**src/rtl/ll_rx_auto_sync.sv**
```systemverilog
`default_nettype none
// ============================================================================
//  Module   : ll_rx_auto_sync
//  Purpose  : Receive-side strobe auto-sync for the logic-link. Watches the
//             strobe/marker userbits of each received word, decides when the
//             strobe is aligned, flags alignment errors and forwards the
//             userbits to the RX FIFO data path (sync strobes removed).
//  Clocking : single domain clk_wr, asynchronous active-low reset rst_wr_n.
//  Ports    :
//     clk_wr               in   clock
//     rst_wr_n             in   async active-low reset
//     rx_online            in   link online; low forces IDLE
//     stb_period[7:0]      in   words between strobes (persistent mode)
//     rx_stb_userbit       in   received strobe bit
//     rx_mrk_userbit[M-1:0]in   received marker bits
//     rx_strobe_aligned    out  registered lock status
//     rx_align_err         out  registered one-cycle error pulse
//     rx_auto_stb_userbit  out  strobe to data path (zero latency)
//     rx_auto_mrk_userbit  out  marker to data path (pass-through)
//     rx_relock_cnt[7:0]   out  LOCKED->SEARCH count (only with macro)
//  Option   : `define LL_RX_AUTOSYNC_RELOCK_CNT_EN adds rx_relock_cnt.
//  Revision : 1.0  initial release
// ============================================================================
module ll_rx_auto_sync #(
   parameter int   MARKER_WIDTH      = 1,
   parameter logic PERSISTENT_STROBE = 1'b1,
   parameter logic NO_MARKER         = 1'b0,
   parameter int   LOCK_COUNT        = 3
) (
   input  logic                    clk_wr,
   input  logic                    rst_wr_n,
   input  logic                    rx_online,
   input  logic [7:0]              stb_period,
   input  logic                    rx_stb_userbit,
   input  logic [MARKER_WIDTH-1:0] rx_mrk_userbit,
   output logic                    rx_strobe_aligned,
   output logic                    rx_align_err,
   output logic                    rx_auto_stb_userbit,
`ifdef LL_RX_AUTOSYNC_RELOCK_CNT_EN
   output logic [7:0]              rx_relock_cnt,
`endif
   output logic [MARKER_WIDTH-1:0] rx_auto_mrk_userbit
);

   localparam logic [3:0] c_lock_cnt = LOCK_COUNT[3:0];

   typedef enum logic [1:0] {
      ST_IDLE   = 2'd0,
      ST_SEARCH = 2'd1,
      ST_VERIFY = 2'd2,
      ST_LOCKED = 2'd3
   } state_t;

   state_t       r_state;
   state_t       w_state_nxt;
   logic [7:0]   r_word_cnt;
   logic [7:0]   w_word_cnt_nxt;
   logic [3:0]   r_match_cnt;
   logic [3:0]   w_match_cnt_nxt;
   logic [3:0]   w_match_inc;
   logic         r_aligned;
   logic         r_err;
   logic         w_err_nxt;
   logic         w_qstb;
   logic         w_unq_stb;
   logic         w_at_period;

   // A strobe only counts when accompanied by a marker (unless markers are
   // ignored); a bare strobe is an error and is otherwise treated as absent.
   assign w_qstb      = rx_stb_userbit & (NO_MARKER | (|rx_mrk_userbit));
   assign w_unq_stb   = rx_stb_userbit & ~w_qstb;
   assign w_at_period = (r_word_cnt == stb_period);
   assign w_match_inc = r_match_cnt + 4'd1;

   always_comb begin
      w_state_nxt     = r_state;
      w_word_cnt_nxt  = r_word_cnt;
      w_match_cnt_nxt = r_match_cnt;
      w_err_nxt       = w_unq_stb;
      if (!rx_online) begin
         w_state_nxt     = ST_IDLE;
         w_word_cnt_nxt  = 8'd0;
         w_match_cnt_nxt = 4'd0;
         w_err_nxt       = 1'b0;
      end else begin
         case (r_state)
            ST_IDLE: begin
               w_state_nxt     = ST_SEARCH;
               w_word_cnt_nxt  = 8'd0;
               w_match_cnt_nxt = 4'd0;
            end
            ST_SEARCH: begin
               // A zero period means no usable strobe pattern: never leave.
               if (w_qstb && (stb_period != 8'd0)) begin
                  w_word_cnt_nxt  = 8'd1;
                  w_match_cnt_nxt = 4'd1;
                  if (!PERSISTENT_STROBE || (c_lock_cnt == 4'd1))
                     w_state_nxt = ST_LOCKED;
                  else
                     w_state_nxt = ST_VERIFY;
               end
            end
            ST_VERIFY: begin
               w_word_cnt_nxt = r_word_cnt + 8'd1;
               if (w_qstb && w_at_period) begin
                  w_word_cnt_nxt  = 8'd1;
                  w_match_cnt_nxt = w_match_inc;
                  if (w_match_inc == c_lock_cnt)
                     w_state_nxt = ST_LOCKED;
               end else if (w_qstb) begin
                  // Early strobe becomes the new reference.
                  w_err_nxt       = 1'b1;
                  w_word_cnt_nxt  = 8'd1;
                  w_match_cnt_nxt = 4'd1;
               end else if (w_at_period) begin
                  w_err_nxt       = 1'b1;
                  w_state_nxt     = ST_SEARCH;
                  w_word_cnt_nxt  = 8'd0;
                  w_match_cnt_nxt = 4'd0;
               end
            end
            default: begin // ST_LOCKED
               if (PERSISTENT_STROBE) begin
                  w_word_cnt_nxt = r_word_cnt + 8'd1;
                  if (w_qstb && w_at_period) begin
                     w_word_cnt_nxt = 8'd1;
                  end else if (w_qstb || w_at_period) begin
                     w_err_nxt       = 1'b1;
                     w_state_nxt     = ST_SEARCH;
                     w_word_cnt_nxt  = 8'd0;
                     w_match_cnt_nxt = 4'd0;
                  end
               end else if (w_qstb) begin
                  // One-shot sync already consumed; any repeat is an error.
                  w_err_nxt = 1'b1;
               end
            end
         endcase
      end
   end

   always_ff @(posedge clk_wr or negedge rst_wr_n) begin
      if (!rst_wr_n) begin
         r_state     <= ST_IDLE;
         r_word_cnt  <= 8'd0;
         r_match_cnt <= 4'd0;
         r_aligned   <= 1'b0;
         r_err       <= 1'b0;
      end else begin
         r_state     <= w_state_nxt;
         r_word_cnt  <= w_word_cnt_nxt;
         r_match_cnt <= w_match_cnt_nxt;
         r_aligned   <= (w_state_nxt == ST_LOCKED);
         r_err       <= w_err_nxt;
      end
   end

`ifdef LL_RX_AUTOSYNC_RELOCK_CNT_EN
   logic       w_lock_lost;
   logic [7:0] r_relock_cnt;

   // rx_online drop goes to IDLE, so it never counts as a relock.
   assign w_lock_lost = (r_state == ST_LOCKED) && (w_state_nxt == ST_SEARCH);

   always_ff @(posedge clk_wr or negedge rst_wr_n) begin
      if (!rst_wr_n)
         r_relock_cnt <= 8'd0;
      else if (w_lock_lost && (r_relock_cnt != 8'hFF))
         r_relock_cnt <= r_relock_cnt + 8'd1;
   end

   assign rx_relock_cnt = r_relock_cnt;
`endif

   assign rx_strobe_aligned   = r_aligned;
   assign rx_align_err        = r_err;
   assign rx_auto_stb_userbit = rx_stb_userbit & r_aligned & PERSISTENT_STROBE;
   assign rx_auto_mrk_userbit = rx_mrk_userbit;

endmodule
`default_nettype wire

```
**config.mk**
```make
export PLATFORM = sky130hd
export DESIGN_NAME = ll_rx_auto_sync
export DESIGN_NICKNAME = d
export VERILOG_FILES = /design/src/rtl/ll_rx_auto_sync.sv
export SDC_FILE = /design/constraint.sdc
export NUM_CORES = 1
export LEC_CHECK = 0
export CORE_MARGIN = 3
export CORE_UTILIZATION = 54
export DETAILED_ROUTE_END_ITERATION = 7
export MAX_ROUTING_LAYER = met4
export PLACE_DENSITY_LB_ADDON = 0.1
export SYNTH_ARGS = -nofsm -noshare
export SYNTH_HDL_FRONTEND = slang
export SYNTH_SLANG_ARGS = --single-unit
```
**constraint.sdc**
```tcl
create_clock -name clk_wr -period 2.1 [get_ports clk_wr]
set_input_delay 0.42 -clock clk_wr [delete_from_list [all_inputs] [get_ports clk_wr]]
set_output_delay 0.42 -clock clk_wr [all_outputs]
set_load 0.01 [all_outputs]
```
==> impl_metrics.tcl, run 1 <==
set metrics [dict create \
    status "completed" \
    max_cap_viol_count 0 \
    total_power_mw 0.675 \
    crit_chain "clkdlybuf4s50_1 > and2_1 > clkdlybuf4s50_1" \
    clk_pin_slew_ns 0.10 \
    synth_cell_types 47 \
    mappedNetlistArea_um2 1240 \
    ys_ff_latch 16 \
    syn_nets 152 \
    die_w_um 53.9 \
    cpMostUsedCell "clkdlybuf4s50_1" \
    ant_nets 0 \
    cpMaxStageDelayCell "clkdlybuf4s50_1" \
    core_um2 2060 \
    crit_fanout 4 \
    worstMarginPinSlew_ns 0.435 \
    grt_pass1_vias 1098 \
    postCtsSetupBuffers 0 \
    min_period_ns 2.03 \
    grt_max_degree 17 \
    io_buffers 16 \
    hold_viol_final 0 \
    cp_slowest_stage_delay_ns 0.54 \
    whs_ns 0.444 \
    cts_tree "yes" \
    antenna_found_initial 0 \
    fmax_mhz 492 \
    dieArea_um2 2910 \
    io_pins 17 \
    grt_pass1_wl_mm 5.04 \
    min_period_over_period_pct 96.9 \
    overflow 0 \
    netlist_instances 132 \
    setup_viol 0 \
    ys_seq_area_share_pct 32.3 \
    root_buffer "clkbuf_4" \
    fin_ws_ns 0.0658 \
    relSlewSlack_pct 70.9 \
    crit_path_end_kind "output port" \
    area_growth_syn_to_layout_pct 29.3 \
    initial_utilization_pct 60.1 \
    async_reset_ff_share_pct 100 \
    syn_area_per_cell_um2 9.39 \
    firstDrtPassIters 4 \
    drc 0 \
    seqCellArea_um2 400 \
    leakage_nw 0.735 \
    path_buf_inv 2 \
    finalClockSkew_ns 0.00430 \
    numCtsBuffers 3 \
    crit_family "buffers and inverters" \
    synth_top_flop_cell "dfrtp_1" \
    pre_cts_ws_ns -0.357 \
    grt_setup_unrepaired "no" \
    die-height_um 53.9 \
    start_kind "primary input" \
    required_ns 1.68 \
    clock_latency_ns 0.29 \
    drt_iter0_drc 53 \
    finalMaxSlewViolations 0 \
    clockBufferDepth 2 \
    synth-edff-count 0 \
    routed_wl_mm 3.09 \
    wire_per_inst_um 15.9 \
    hold_path_class "primary input to asynchronous set/reset pin" \
    place_congestion 0.955 \
    arrival_ns 1.61 \
    via_count 1158 \
    yosys_warnings 0 \
    ir_drop_uv 319 \
    dpl.hpwl_mm 2.32 \
    final_nets 190 \
    row_count 16 \
    diodes 0 \
    fillers 153 \
    drive_above_1_share_pct 24.4 \
    clock-sinks 16 \
    multiInputGateArea_um2 817 \
    htreeDepth 1 \
    worst-setup-path-type "primary input to output port" \
    viasPerCell 5.94 \
    power_density_nw_per_um2 421 \
    grtUsageTotal_pct 24.9 \
]
-- through the flow --
stage	TNS [ns]	utilization, %	cells	area [um2]
global route	0	77.7	195	1600
floorplan	0	-	132	1240
detailed placement	-4.78	75.1	191	1550
global placement	-3.91	75.1	191	1550
CTS	0	76.6	195	1580
finish	0	77.7	195	1600
-- path summary, 6_finish.rpt --
| path | to | slack (ns) | depth (start not counted) | start |
|---|---|---|---|---|
| hold reg to reg | r_match_cnt[2] | 0.54 | 1 | r_match_cnt[2] |
| setup reg to reg | r_match_cnt[1] | 0.12 | 7 | r_word_cnt[4] |
| min in group clk_wr | r_match_cnt[2] | 0.54 | 1 | r_match_cnt[2] |
| hold / removal | r_word_cnt[7] | 0.44 | 2 | rst_wr_n |
| max in group asynchronous | r_match_cnt[2] | 1.46 | 2 | rst_wr_n |
| setup / recovery | rx_auto_stb_userbit | 0.07 | 3 | rx_stb_userbit |
-- state kept, by name, summed over array words and instances (netlist names) --
signal	flops
rx_align_err	1
r_state	2
rx_strobe_aligned	1
r_match_cnt	4
r_word_cnt	8
-- cell usage after synthesis (all sizes together) (2+ instances only) --
| cell | instances | area share (%) |
|---|---|---|
| o221a | 2 | 1.8 |
| buf | 2 | 2.2 |
| and4 | 2 | 1.4 |
| and2 | 5 | 2.8 |
| or4 | 2 | 1.2 |
| nor2b | 2 | 1.0 |
| inv | 6 | 1.8 |
| mux2i | 3 | 2.4 |
| o21ai | 4 | 1.9 |
| a21oi | 2 | 0.81 |
| nor2 | 13 | 3.9 |
| nand3b | 2 | 1.2 |
| and3 | 6 | 3.1 |
| xnor2 | 4 | 4.3 |
| dfrtp | 16 | 32 |
| nor4 | 3 | 1.5 |
| xor2 | 11 | 7.8 |
| nand2 | 13 | 3.9 |
| clkbuf | 2 | 0.61 |
| nand3 | 4 | 1.6 |
| ha | 7 | 7.1 |
| nor3 | 2 | 0.81 |
-- worst reg2reg max path, stage by stage, from the launching register on --
cell and delay [ns]:
dfrtp_1 0.44, xor2_1 0.17, nor4_2 0.27, buf_4 0.16
and2_4 0.21, xnor2_4 0.11, o21ai_2 0.20, mux2_4 0.31
-- power breakdown --
part	switching, mW	leakage, nW	internal, mW
sequential	0.00761	0.221	0.316
combinational	0.0894	0.501	0.0949
clock	0.101	0.0138	0.0667
-- metal layers --
metal / global-route usage (%) / part of all wire (%)
met1: 34.0 / 46
met2: 37.5 / 48
met3: 3.32 / 5.1
met4: 8.94 / 1.3
met5: - / 0
-- repair_timing --
| item | in CTS | in global routing |
|---|---|---|
| setup endpoints to repair | 11 | 8 |
| cloned | 1 | 0 |
| pin swaps | 7 | 6 |
| gates resized for setup | 7 | 5 |
| hold buffers | 0 | 0 |
-- kinds of logic (layout without fill, tap and decap cells) --
group | Yosys count | after routing | share of synthesized area [%]
AOI/OAI and AO/OA | 23 | 23 | 15.9
adders and majority gates | 7 | 7 | 7.06
xor gates and xnor gates | 15 | 15 | 12.1
DFF | 16 | 16 | 32.3
and+or+nand+nor | 57 | 58 | 24.3
buffers and inverters | 10 | 45 | 4.64
muxes | 4 | 4 | 3.63
-- layout by cell type, fill, tap and decap left out, types with 3 or more instances in the layout --
master / count
nor2_1: 13
dfrtp_1: 16
and3_1: 5
buf_4: 20
clkdlybuf4s50_1: 10
nand2_1: 13
clkbuf_4: 3
nand3_1: 4
dlygate4sd2_1: 5
xnor2_1: 3
inv_1: 6
ha_1: 7
xor2_1: 11
and2_4: 3
mux2i_1: 3
-- layout make-up --
cell class                 instances  area share, %
clock buffer                       3           1.41
multi-input combinational        107           51.0
inverter                           6           1.41
tap                               27           2.11
sequential                        16           25.0
timing repair buffer              36           19.1
(Power assumes the default switching activity.)
==> run 2: changes to the inputs <==
Settings changed: ABC_CLOCK_PERIOD_IN_PS set to 2100.
==> results of run 2 <==
The final DEF is identical to that of run 1; final timing and power are the same.
